==> src/rtl/rate_sequence_ctrl_pkg.sv <==
// rate_sequence_ctrl_pkg: sequencer state encoding and rate-divider speed codes
package rate_sequence_ctrl_pkg;
    typedef enum logic [2:0] {
        S_IDLE   = 3'd0,
        S_LOAD   = 3'd1,
        S_RUN    = 3'd2,
        S_PAUSED = 3'd3,
        S_DONE   = 3'd4
    } state_t;
    localparam logic [1:0] SPD_FULL = 2'b00;
    localparam logic [1:0] SPD_1S   = 2'b01;
    localparam logic [1:0] SPD_2S   = 2'b10;
    localparam logic [1:0] SPD_4S   = 2'b11;
endpackage

==> src/rtl/rate_seq_prog_mem.sv <==
// rate_seq_prog_mem: step program register file, sync write, async read, cleared on reset
module rate_seq_prog_mem #(
    parameter int NUM_STEPS = 4,
    parameter int TICK_W = 4,
    localparam int AW = $clog2(NUM_STEPS)
) (
    input  logic              ClockIn,
    input  logic              Reset,
    input  logic              we,
    input  logic [AW-1:0]     wr_addr,
    input  logic [1:0]        wr_speed,
    input  logic [TICK_W-1:0] wr_ticks,
    input  logic [AW-1:0]     rd_addr,
    output logic [1:0]        rd_speed,
    output logic [TICK_W-1:0] rd_ticks
);
    logic [1:0]        speed_q [NUM_STEPS];
    logic [TICK_W-1:0] ticks_q [NUM_STEPS];
    // clear every entry on reset, otherwise store one entry per write cycle
    always_ff @(posedge ClockIn) begin
        if (Reset) begin
            for (int i = 0; i < NUM_STEPS; i++) begin
                speed_q[i] <= '0;
                ticks_q[i] <= '0;
            end
        end else if (we) begin
            speed_q[wr_addr] <= wr_speed;
            ticks_q[wr_addr] <= wr_ticks;
        end
    end
    assign rd_speed = speed_q[rd_addr];
    assign rd_ticks = ticks_q[rd_addr];
endmodule

==> src/rtl/rate_sequence_ctrl.sv <==
// rate_sequence_ctrl: plays a {speed, tick-count} program against the rate divider
module rate_sequence_ctrl
    import rate_sequence_ctrl_pkg::*;
#(
    parameter int NUM_STEPS = 4,
    parameter int TICK_W = 4,
    localparam int AW = $clog2(NUM_STEPS)
) (
    input  logic              ClockIn,
    input  logic              Reset,
    input  logic              Start,
    input  logic              Stop,
    input  logic              Loop,
    input  logic              ProgWrite,
    input  logic [AW-1:0]     ProgAddr,
    input  logic [1:0]        ProgSpeed,
    input  logic [TICK_W-1:0] ProgTicks,
    input  logic              TickIn,
    output logic [1:0]        Speed,
    output logic              DivReset,
    output logic [AW-1:0]     StepIndex,
    output logic              Busy,
    output logic              Done
);
    state_t            state;
    state_t            eos_state;
    logic [TICK_W-1:0] remaining;
    logic [TICK_W-1:0] entry_ticks;
    logic [1:0]        entry_speed;
    logic [AW-1:0]     eos_step;
    logic              pass_active;
    logic              last_step;
    logic              wrap;

    rate_seq_prog_mem #(.NUM_STEPS(NUM_STEPS), .TICK_W(TICK_W)) u_mem (
        .ClockIn (ClockIn),
        .Reset   (Reset),
        .we      (ProgWrite && !Busy),
        .wr_addr (ProgAddr),
        .wr_speed(ProgSpeed),
        .wr_ticks(ProgTicks),
        .rd_addr (StepIndex),
        .rd_speed(entry_speed),
        .rd_ticks(entry_ticks)
    );

    assign Busy = state inside {S_LOAD, S_RUN, S_PAUSED};
    assign Done = state == S_DONE;
    // Looping only restarts if some step in this pass actually ran, so an all-skip program terminates.
    assign last_step = StepIndex == AW'(NUM_STEPS - 1);
    assign wrap = last_step && Loop && pass_active;
    assign eos_state = (last_step && !wrap) ? S_DONE : S_LOAD;
    assign eos_step = last_step ? (wrap ? '0 : StepIndex) : StepIndex + 1'b1;

    // sequencer FSM: load entry, count divider ticks, advance/loop/finish, pause/resume
    always_ff @(posedge ClockIn) begin
        if (Reset) begin
            state       <= S_IDLE;
            Speed       <= SPD_FULL;
            DivReset    <= 1'b0;
            StepIndex   <= '0;
            remaining   <= '0;
            pass_active <= 1'b0;
        end else begin
            DivReset <= 1'b0;
            case (state)
                S_IDLE, S_DONE: begin
                    if (Start && !Stop) begin
                        state       <= S_LOAD;
                        StepIndex   <= '0;
                        pass_active <= 1'b0;
                    end
                end
                S_LOAD: begin
                    Speed     <= entry_speed;
                    remaining <= entry_ticks;
                    if (entry_ticks != '0) begin
                        DivReset    <= 1'b1;
                        pass_active <= 1'b1;
                        state       <= S_RUN;
                    end else begin
                        state     <= eos_state;
                        StepIndex <= eos_step;
                        if (wrap) pass_active <= 1'b0;
                    end
                end
                S_RUN: begin
                    // a tick coincident with the divider restart belongs to the old count
                    if (Stop) begin
                        state <= S_PAUSED;
                    end else if (TickIn && !DivReset && remaining != '0) begin
                        remaining <= remaining - 1'b1;
                        if (remaining == TICK_W'(1)) begin
                            state     <= eos_state;
                            StepIndex <= eos_step;
                            if (wrap) pass_active <= 1'b0;
                        end
                    end
                end
                S_PAUSED: begin
                    if (Start && !Stop) state <= S_RUN;
                end
                default: state <= S_IDLE;
            endcase
        end
    end
endmodule

==> config.mk <==
export PLATFORM = sky130hd
export DESIGN_NAME = rate_sequence_ctrl
export DESIGN_NICKNAME = d
export VERILOG_FILES = /design/src/rtl/rate_sequence_ctrl_pkg.sv /design/src/rtl/rate_seq_prog_mem.sv /design/src/rtl/rate_sequence_ctrl.sv
export SDC_FILE = /design/constraint.sdc
export NUM_CORES = 1
export LEC_CHECK = 0
export ABC_CLOCK_PERIOD_IN_PS = 3960
export CAP_MARGIN = 30
export CORE_MARGIN = 3
export CORE_UTILIZATION = 24
export CTS_CLUSTER_DIAMETER = 100
export DETAILED_ROUTE_END_ITERATION = 10
export SLEW_MARGIN = 5
export SYNTH_ARGS = -nofsm -noshare
export SYNTH_HDL_FRONTEND = slang
export SYNTH_SLANG_ARGS = --single-unit
==> constraint.sdc <==
create_clock -name ClockIn -period 3.96 [get_ports ClockIn]
set_input_delay 0.594 -clock ClockIn [delete_from_list [all_inputs] [get_ports ClockIn]]
set_output_delay 0.594 -clock ClockIn [all_outputs]
set_load 0.02 [all_outputs]
==> results_dict.tcl, run 1 <==
set metrics [dict create \
    drv_cap 0 \
    r2r-start "state[1]" \
    drive_gt1_share_pct 12.0 \
    arrival_ns 2.55 \
    hold_class "reg -> reg" \
    grt_util_met1_pct 12.0 \
    post-route-drc-count 0 \
    grt_pass1_wl_um 6690 \
    setup_viol 0 \
    area_growth_pct 21.1 \
    yosys-top-cells-count "and2_1, edfxtp_1, dfxtp_1" \
    slew_headroom_pct 45.9 \
    yosysMostFrequentCell "and2_1" \
    worst-slew-pin-transition_ns 0.809 \
    synth-edff-count 24 \
    postSynthAreaPerCell_sq_um 11.5 \
    synth.mux.area_fraction_pct 8.13 \
    period_needed_ns 2.56 \
    crit_path_start_kind "input pin" \
    cp-end-kind "flip-flop" \
    synth_compound_area_share_pct 12.2 \
    hold_buffers 0 \
    clkLatencyLatePin_ns 0.29 \
    grt.total_usage_pct 9.61 \
    synth_top_flop_cell "edfxtp_1" \
    fin_cells 294 \
    post_cts_buffers 0 \
    rsz0062_at_grt "no" \
    hold_violations 0 \
    die_area_sq_um 9260 \
    start_util_pct 25.0 \
    path_class "in -> reg" \
    antenna_found_initial 0 \
    gp_congestion 0.754 \
    seq_area_frac_synth_pct 52.2 \
    avgRoutedWirePerCell_um 14.1 \
    fin_nets 210 \
    max_freq_mhz 390 \
    die_w_um 96.2 \
    hold_path_startpoint "pass_active" \
    synth_top_area_share_pct 36.9 \
    synthesis.area_sq_um 1950 \
    dp_cells 287 \
    period_share_pct 64.7 \
    grt_busiest_layer "met2" \
    cts-root-buf "clkbuf_8" \
    cts_tree "yes" \
    cts.path.max_buffers 2 \
    port_buffers 21 \
    ant_nets 0 \
    synth_cell_types 41 \
    grt_pass1_vias 1359 \
    diodes 0 \
    drt_iter0_drc 39 \
    dp_hpwl_um 3190 \
    die_y_um 96.2 \
    synth_top_family_by_area "simple AND/OR/NAND/NOR gates" \
    via_per_inst 4.54 \
    synth_cells 170 \
    tns_ns 0 \
    crit_start "Reset" \
    skew_ns 0.00606 \
    ys_top_cells_by_area "edfxtp_1, dfxtp_1, and2_1" \
    final_util_pct 30.3 \
    yosys.area_share.adder_pct 1.92 \
    wirelength_um 4160 \
    boundaryPins 22 \
    yosysWarnings 0 \
    cts_sinks 39 \
    irDropWorstVdd_mv 0.177 \
    core.rowCount 32 \
    drtPass1Iterations 4 \
    met2_usage_pct 15.8 \
    ys_ff_latch 39 \
    cts_htree_levels 2 \
    power.leakage_uw 0.000816 \
    syn_nets 188 \
    met3_usage_pct 2.74 \
    yosysTopAreaCell "edfxtp_1" \
    worstPathRequired_ns 3.95 \
    run_status "finished, final reports clean" \
    cts-buffers-inserted 5 \
    vias 1336 \
    synth-xor-area-share_pct 0.448 \
    crit_fanout 22 \
    cts_resized 0 \
    async_reset_ff_share_pct 0 \
    clkSlewWorstSetupHoldPaths_ns 0.08 \
    coreArea_sq_um 7810 \
    power_density_nw_per_um2 388 \
    slew_violations 0 \
    grt_max_degree 23 \
    grt_overflow_total 0 \
    synthSimpleGateAreaFrac_pct 22.9 \
]
## report_power, final
part / internal [uW] / switching [uW] / total, uW
combinational: 61.5 / 63.8 / 125
clock: 184 / 136 / 320
sequential: 455 / 18.9 / 474
total: 701 / 219 / 919
## routing by layer
layer / vias up / share of wire [%]
met5: - / 0
met4: 0 / 2.2
met3: 10 / 4.2
met2: 27 / 47
met1: 630 / 47
li1: 669 / -
## metrics by stage
step | hold WS [ns] | cell area (sq um) | worst slack, ns | power [uW]
after detailed placement | 0.482 | 2260 | 1.06 | 610
after CTS | 0.494 | 2370 | 1.37 | 927
after global routing | 0.543 | 2370 | 1.24 | 965
after global placement | 0.486 | 2260 | 1.16 | 608
final | 0.495 | 2370 | 1.40 | 919
after floorplan | 0.465 | 1950 | 1.94 | 560
## registers in the layout, indices dropped and copies added (netlist names), named ones only
name and count:
u_mem.ticks_q 16, remaining 4, Speed 2, state 3, u_mem.speed_q 8, DivReset 1, StepIndex 2, pass_active 1
## critical path, cell delays in order
cell and delay (ns):
clkdlybuf4s50_1 0.83, nor4b_1 0.82, or2_2 0.31
## layout by cell type (no fill, tap or decap), types with 2 or more instances in the layout
cell,netlist,layout
a211oi_1,3,3
a21oi_1,7,7
a22oi_1,2,2
and2_1,26,26
clkbuf_8,0,5
clkdlybuf4s50_1,0,21
dfxtp_1,15,15
edfxtp_1,24,24
ha_1,3,3
inv_1,3,3
mux2i_1,2,2
mux4_2,5,5
nand2_1,11,11
nand2b_1,4,4
nor2_1,10,10
nor2b_1,2,2
nor3_1,2,2
nor3b_1,4,4
nor4_1,2,2
nor4b_1,3,3
o21ai_0,13,13
o21bai_1,2,2
or2_2,3,3
or3b_2,2,2
## kinds of logic after synthesis
logic type	after synthesis
adders and majority gates	3
DFF	39
AOI/OAI and AO/OA	36
muxes	8
xor gates and xnor gates	1
buffers and inverters	9
and+or+nand+nor	74
## worst paths after layout
| check | to | slack, ns | depth (start not counted) |
|---|---|---|---|
| max | u_mem.ticks_q[1][2] | 1.40 | 3 |
| min | pass_active | 0.50 | 2 |
| max reg2reg | u_mem.ticks_q[2][3] | 1.66 | 4 |
| min reg2reg | pass_active | 0.50 | 2 |
## layout make-up
cell class	count	area, sq um
Tap cell	102	128
Clock buffer	5	68.8
Fill cell	800	5440
Inverter	3	11.3
Multi-Input combinational cell	122	891
Clock inverter	2	37.5
Sequential cell	39	1020
Timing Repair Buffer	21	210
No activity file was read; power rests on OpenSTA's default activity.
==> run 2: changes to the inputs <==
- ABC_CLOCK_PERIOD_IN_PS: 3960 -> 2600
- clock period: 3.96 -> 2.6 ns (I/O delays scaled with it)
==> results_dict.tcl, run 2 (synthesis results as in run 1) <==
set metrics [dict create \
    drive_gt1_share_pct 16.3 \
    power.leakage_uw 0.000867 \
    cts.path.max_buffers 2 \
    arrival_ns 2.54 \
    crit_path_start_kind "flip-flop" \
    run_status "finished, final reports clean" \
    clkSlewWorstSetupHoldPaths_ns 0.08 \
    die_y_um 96.2 \
    hold_ws_ns 0.503 \
    cts_sinks 39 \
    cts-buffers-inserted 5 \
    post_cts_buffers 0 \
    crit_path_top_delay_cell "mux4_2" \
    post-route-drc-count 0 \
    crit_chain "mux4_2 -> o41ai_2 -> a21boi_2 -> a21oi_1 -> a211oi_1" \
    cp-end-kind "flip-flop" \
    boundaryPins 22 \
    core.rowCount 32 \
    port_buffers 21 \
    drt_iter0_drc 103 \
    num-fill-cells 813 \
    crit_fanout 4 \
    cts_resized 0 \
    grt_pass1_vias 1385 \
    regMostFlops "u_mem.ticks_q" \
    slew_violations 0 \
    clkLatencyLatePin_ns 0.29 \
    critPathTopFamily "compound AO/OA/AOI/OAI gates" \
    vias 1381 \
    final_cell_mix "and2_1, edfxtp_1, clkdlybuf4s50_1, dfxtp_1, o21ai_0" \
    max_freq_mhz 423 \
    dp_hpwl_um 3000 \
    worst-slew-pin-transition_ns 0.710 \
    rsz0062_at_grt "no" \
    grt.total_usage_pct 9.68 \
    worstPathRequired_ns 2.78 \
    coreArea_sq_um 7810 \
    fin_nets 219 \
    path_buf_inv 0 \
    die_area_sq_um 9260 \
    grt_overflow_total 0 \
    layout_commonest_cell "and2_1" \
    area_growth_pct 25.0 \
    grt_pass1_wl_um 6910 \
    slew_headroom_pct 52.3 \
    power_density_nw_per_um2 591 \
    wirelength_um 4040 \
    drv_cap 0 \
    max_stage_delay_ns 0.59 \
    avgRoutedWirePerCell_um 13.3 \
    diodes 0 \
    period_share_pct 90.8 \
    period_needed_ns 2.36 \
    ant_nets 0 \
    irDropWorstVdd_mv 0.251 \
    cts_tree "yes" \
    hold_violations 0 \
    tns_ns 0 \
    drtPass1Iterations 4 \
    hold_buffers 0 \
    via_per_inst 4.54 \
    grt_max_degree 22 \
    setup_viol 0 \
    top_regs "u_mem.ticks_q (16), u_mem.speed_q (8), remaining (4)" \
    cts_htree_levels 2 \
    path_class "reg -> reg" \
    skew_ns 0.00634 \
    power_uw 1440 \
    hold_class "reg -> reg" \
    start_util_pct 25.0 \
    cts-root-buf "clkbuf_8" \
    largest_register_ffs 16 \
    antenna_found_initial 0 \
    gp_congestion 0.707 \
    die_w_um 96.2 \
]
## run 2: changes by cell type in the layout (fill, tap and decap cells not counted), sizes merged
cell,delta
inv,+1
buf,+9
## run 2: tightest hold or removal path, delay by kind of cell (launching register included)
family	cells	cell delay [ns]
muxes	1	0.07
and+or+nand+nor	1	0.07
DFF	1	0.34
## run 2: path summary, 6_finish.rpt
| check | slack [ns] | start | cells past startpoint | endpoint |
|---|---|---|---|---|
| max | 0.24 | flip-flop | 5 | flip-flop |
| min | 0.50 | Speed[0] | 2 | Speed[0] |
| max reg2reg | 0.24 | flip-flop | 5 | flip-flop |
| min reg2reg | 0.50 | Speed[0] | 2 | Speed[0] |
## run 2: routing by layer
| metal | track usage (%) | routed length [um] | vias to the layer above |
|---|---|---|---|
| li1 | - | - | 690 |
| met1 | 12.9 | 1850 | 660 |
| met2 | 15.4 | 1930 | 27 |
| met3 | 2.58 | 215 | 4 |
| met4 | 2.84 | 39 | 0 |
| met5 | 0 | 0 | - |
## run 2: layout make-up
cell class / instances / area (sq um) / share of cell area (%)
Clock buffer: 5 / 68.8 / 2.82
Clock inverter: 3 / 46.3 / 1.89
Inverter: 3 / 11.3 / 0.461
Multi-Input combinational cell: 122 / 891 / 36.5
Sequential cell: 39 / 1020 / 41.8
Tap cell: 102 / 128 / 5.22
Timing Repair Buffer: 30 / 278 / 11.4
## run 2: through the flow
step | instances | util [%] | worst slack [ns] | instance area [sq um]
2_1_floorplan | 170 | - | 0.575 | 1950
3_3_place_gp | 296 | 29.8 | 0.287 | 2330
3_5_place_dp | 296 | 29.8 | 0.290 | 2330
4_1_cts | 304 | 31.3 | 0.216 | 2440
5_1_grt | 304 | 31.3 | 0.0785 | 2440
6_report | 304 | 31.3 | 0.238 | 2440
## run 2: power by group
part | leakage (uW) | switching, uW | internal [uW]
Sequential | 0.000371 | 22.3 | 692
Clock | 0.0000548 | 234 | 289
Combinational | 0.000441 | 103 | 103
Total | 0.000867 | 360 | 1080
==> run 3: changes to the inputs <==
- SETUP_SLACK_MARGIN: unset -> 0.02
- SKIP_CTS_REPAIR_TIMING: unset -> 1
==> results of run 3 <==
The final DEF is identical to that of run 2; final timing and power are the same.
